<file path="src/rtl/reg_universal_n.sv">
// reg_universal_n: WIDTH-bit register with load, shift, rotate, inc/dec, carry-out and zero flag
module reg_universal_n #(
  parameter int          WIDTH       = 8,
  parameter logic [63:0] RESET_VALUE = '0
) (
  input  logic             clk,
  input  logic             rst,
  input  logic             en,
  input  logic [2:0]       mode,
  input  logic [WIDTH-1:0] D,
  input  logic             sin_l,
  input  logic             sin_r,
  output logic [WIDTH-1:0] Q,
  output logic             cout,
  output logic             zero
);
  logic [WIDTH-1:0] nq;
  logic             nc;
  always_comb begin
    nq = Q;
    nc = cout;
    case (mode)
      3'b000: begin nq = Q;                           nc = cout;         end
      3'b001: begin nq = D;                           nc = 1'b0;         end
      3'b010: begin nq = {Q[WIDTH-2:0], sin_l};       nc = Q[WIDTH-1];   end
      3'b011: begin nq = {sin_r, Q[WIDTH-1:1]};       nc = Q[0];         end
      3'b100: begin nq = {Q[WIDTH-2:0], Q[WIDTH-1]};  nc = Q[WIDTH-1];   end
      3'b101: begin nq = {Q[0], Q[WIDTH-1:1]};        nc = Q[0];         end
      3'b110: begin nq = Q + WIDTH'(1);               nc = &Q;           end
      3'b111: begin nq = Q - WIDTH'(1);               nc = ~|Q;          end
    endcase
  end
  always_ff @(posedge clk) begin
    if (rst) begin
      Q    <= RESET_VALUE[WIDTH-1:0];
      cout <= 1'b0;
    end else if (en) begin
      Q    <= nq;
      cout <= nc;
    end
  end
  assign zero = ~|Q;
endmodule
</file>
<file path="config.mk">
export PLATFORM = sky130hd
export DESIGN_NAME = reg_universal_n
export DESIGN_NICKNAME = d
export VERILOG_FILES = /design/src/rtl/reg_universal_n.sv
export SDC_FILE = /design/constraint.sdc
export NUM_CORES = 1
export LEC_CHECK = 0
export CAP_MARGIN = 0
export CORE_MARGIN = 3
export CORE_UTILIZATION = 40
export DETAILED_ROUTE_END_ITERATION = 12
export GPL_ROUTABILITY_DRIVEN = 1
export GPL_TIMING_DRIVEN = 0
export PLACE_DENSITY = 0.67
export SLEW_MARGIN = 10
export SYNTH_ARGS = -nofsm -noshare
export SYNTH_HDL_FRONTEND = slang
export SYNTH_SLANG_ARGS = --single-unit
</file>
<file path="constraint.sdc">
create_clock -name clk -period 2.5 [get_ports clk]
set_input_delay 0.25 -clock clk [delete_from_list [all_inputs] [get_ports clk]]
set_output_delay 0.25 -clock clk [all_outputs]
set_load 0.005 [all_outputs]
</file>
### Yosys cells after proc, flatten, opt, wreduce, memory -nomap -nowiden

Cells that the tools add are included.

| storage, ports and cells | value |
|---|---|
| bits in read-only memories | 0 |
| bits in registers | 9 |
| memories kept | 0 |
| latch bits | 0 |
| word-level logic and storage cells | 21 |
| input bits | 16 |
| output and inout bits | 10 |
| bits in writable memories | 0 |

| operators by class | value |
|---|---|
| equal/unequal tests | 7 |
| div/mod/pow operators | 0 |
| $add $sub $neg | 2 |
| bitwise gates (word level) | 1 |
| multipliers | 0 |
| reductions and logical operators | 7 |
| shift operators | 0 |
| order comparisons | 0 |
| multiplexer cells | 2 |

Operators with widths:

| operator | number |
|---|---|
| 8-bit case mux with 7 select lines | 1 |
| 3-bit equality test (second input constant) | 4 |
| 8-bit by 1-bit adder with 8-bit output (second input constant) | 1 |
| 8-bit AND reduction | 1 |
| 8-bit OR reduction | 1 |
| 8-bit by 1-bit subtractor with 8-bit output (second input constant) | 1 |
| 3-bit by 2-bit equality test with 1-bit output (second input constant) | 2 |
| 1-bit case mux with 5 select lines | 1 |
| 2-bit OR reduction | 2 |
| 3-bit by 1-bit equality test with 1-bit output (second input constant) | 1 |
| 3-bit zero test | 1 |
| 2-bit AND reduction | 1 |
| 1-bit zero test | 1 |
| 1-bit inverter | 1 |

### Longest topological paths before layout

| logic depth | value |
|---|---|
| depth in word-level cells | 3 |
| gate-level depth with buffers | 10 |
| gate-level depth less buffers | 8 |

### Least setup slack after synthesis

No wires, ideal clock.

| path | value |
|---|---|
| path type | input -> register |
| start | in mode[0] |
| end | reg Q[2] |
| path buffers | 3 |
| data required time | 2.409 ns |
| stages | 10 |
| setup slack | 0.346 ns |
| setup time | 0.091 ns |
| data arrival time | 2.063 ns |
| cell sequence | buf_2 buf_4 buf_2 nand2_1 xnor2_1 ha_1 or3b_2 a21oi_1 o21ai_0 a311oi_1 |

| on the way | value |
|---|---|
| cells in the longest elaborated chain, start to end | 3 |
| elaborated cells on any way between the ends | 11 |
| classes of those cells | eq/ne (7); mux (1); bitwise (1); reduce/logical (2) |

RTL lines:

| element | RTL line | RTL |
|---|---|---|
| start, declared | 9 | `input logic [2:0] mode,` |
| branches (longest 3 deep; another with 8-bit case mux with 7 select lines) | - |  |
| end signal, assigned | 35 | `Q <= RESET_VALUE[WIDTH-1:0];` |
| end signal, assigned | 38 | `Q <= nq;` |
| end, declared | 13 | `output logic [WIDTH-1:0] Q,` |

Several ways; the timed one is not identified.
A chain may end at the register's enable or synchronous reset.

### Final worst setup path

Ends and elaborated chain as after synthesis.

==> flow_summary.yaml <==
status:
  status: "finished clean"
worst_setup_path:
  arrival_ps: 2500
  timing.rr.start: "Q[1]"
  slowest_stage: "clkdlybuf4s50_1"
  cp_common_cell: "buf_6"
  cp_data_required_time_ps: 2630
  startpoint: "mode[0]"
  cp_max_fo: 10
  slowest_delay_ps: 520
  cp-start-kind: "primary input"
  critical-path-top-delay-family: "buffers and inverters"
  criticalPathCategory: "in2reg"
  end_kind: "flop"
  crit_path_cell_trace: "clkdlybuf4s50_1 -> buf_6 -> buf_6 -> buf_6 -> nand2_1 -> xnor2_1 -> ha_2 -> or3b_2 -> and3_1 -> o21ai_0 -> a311oi_1"
  path_buf_inv: 4
  r2r_slack_ps: 470
timing:
  fin_crit_ps: 2360
  maxSlewViolCount: 0
  rsz0062_at_grt: "no"
  fmax_mhz: 423
  worstMarginPinSlew_ps: 881
  finalHoldViolations: 0
  final.setup_skew_ps: 8.72
  fin_crit_sh: 0.945
  finalSetupViolCount: 0
  max-slew-margin-rel: 0.408
  whs_ps: 611
place:
  hpwl_mm: 2.45
  port_buffers: 25
  gp_congestion: 0.865
clocking:
  cts_root_buf: "clkbuf_4"
  path_clk_slew_ps: 80
  clockBufferDepth: 2
  tritoncts: "yes"
  htree_levels: 1
  cts.sinks: 9
  cts_made_buffers: 3
  clock_latency_ps: 270
route:
  routed_via_density: 6.23
  vias: 1228
  drt_iter0_drc: 63
  ant_nets: 0
  routed_wirelength_mm: 3.38
  drc: 0
  drtPass1Iterations: 4
  wl_per_cell_um: 17.1
synth:
  synth_area_leaders: "dfxtp_1 (17%), buf_2 (4.2%), nand2b_1 (4.1%)"
  synth_nets: 154
  yosys_warnings: 0
  seq_area_frac_synth: 0.169
  synthDistinctLibCells: 57
  synth_most_common_cell: "nor2_1"
  yosysTopAreaCell: "dfxtp_1"
  synth_common_cells: "nor2_1 (10), buf_2 (9), dfxtp_1 (9)"
  synth.top_cell.area_share: 0.169
  synth_cells: 137
  syn_avg_cell_area_sq_um: 7.79
  synthFlopType: "dfxtp_1"
  async_reset_ff_frac: 0
  synth_edf_count: 0
  synth-seq-cells: 9
  synthesis.area_sq_um: 1070
global_routing:
  grt_max_degree: 11
  grt_pass1_wl_mm: 5.87
  grt_pass1_vias: 1194
  antenna_found_initial: 0
  grt_usage: 0.223
  overflow: 0
floorplan:
  die_x_um: 57.7
  initial_core_util: 0.427
  rows: 18
  dieHeight_um: 57.7
  io-pin-count: 26
  coreArea_sq_um: 2500
  dieArea_sq_um: 3320
power_and_ir_drop:
  p_per_area_nw_per_um2: 377
  power.total_w: 0.000535
  vdd_drop_max_v: 0.000255
  cellLeakagePower_nw: 0.547
worst_hold_path:
  hp-class: "in2reg"
  hold_start: "D[0]"
final_layout:
  final_nets: 185
  antenna_cells: 0
  final_util: 0.568
  areaGrowthSynthToFinish_pct: 32.9
  drive_gt1_frac: 0.156
job:
  cap_viol_max_count: 0
-- worst reg2reg max path, cell delays in order (launching register included) --
cell and delay (ps):
dfxtp_1 410, buf_2 260, xnor2_1 110, ha_2 210, or3b_2 460, and3_1 180, o21ai_0 170, a311oi_1 110
-- path summary, 6_finish.rpt --
| kind | depth (start not counted) | end |
|---|---|---|
| worst max-delay path | 11 | Q[2] |
| worst min-delay path | 3 | Q[0] |
| worst max register to register | 7 | Q[2] |
| worst min register to register | 2 | cout |
-- sequential cells by signal, indices dropped and copies added, names as in the netlist --
signal / cells
Q: 8
cout: 1
-- metal layers --
metal	track usage	up-vias	share of wire
met3	0.0490	2	0.081
met4	0.0497	0	0.0053
met1	0.313	575	0.45
met5	0	-	0
li1	-	596	-
met2	0.348	55	0.46
-- what timing repair did --
item / in CTS / in global routing
endpoints found under the setup margin: 3 / 3
pin swaps: 0 / 1
hold buffers: 0 / 0
resized for setup: 5 / 6
buffers inserted: 0 / 1
cloned: 0 / 0
-- per-stage QoR --
stage | worst slack [ps] | cells | setup TNS [ps] | cell area [sq um]
floorplan | 346 | 137 | 0 | 1070
global placement | -509 | 192 | -1160 | 1360
detailed placement | -553 | 192 | -1360 | 1360
CTS | 7.95 | 196 | 0 | 1390
global route | 6.77 | 197 | 0 | 1420
finish | 136 | 197 | 0 | 1420
-- power by group --
| group | total [W] | internal [W] | switching [W] | leakage, nW |
|---|---|---|---|---|
| logic | 0.000246 | 0.000126 | 0.000120 | 0.458 |
| clock network | 0.000122 | 0.0000618 | 0.0000607 | 0.0150 |
| registers | 0.000166 | 0.000154 | 0.0000122 | 0.0739 |
| total | 0.000535 | 0.000342 | 0.000193 | 0.547 |
-- logic make-up after synthesis --
kind of cell,count (synthesis),synth area share
buffers and inverters,18,0.0879
AO/OA/AOI/OAI,42,0.305
XOR/XNOR,2,0.0164
AND/OR/NAND/NOR,59,0.352
multiplexers,6,0.0586
adder cells (fa/ha/maj),1,0.0117
flip-flops,9,0.169
-- final cells by class --
type,count,area [sq um]
Inverter,2,7.51
Multi-Input combinational cell,110,798
Buffer,16,106
Tap cell,30,37.5
Timing Repair Buffer,26,263
Clock buffer,4,26.3
Fill cell,271,1080
Sequential cell,9,180
-- cell usage in the layout (no fill, tap or decap), drive strengths merged, types with 4 or more instances in the layout --
cell type      netlist  final
nand2                4      4
a22oi                4      4
nor4                 5      5
nand3                5      5
nor3                 4      4
clkbuf               4      8
nor2b                5      5
buf                 12     13
mux2i                4      4
nor2                10     10
dfxtp                9      9
nand2b               7      7
clkdlybuf4s50        0     23
Note: power is estimated with default switching activity, not from simulation.
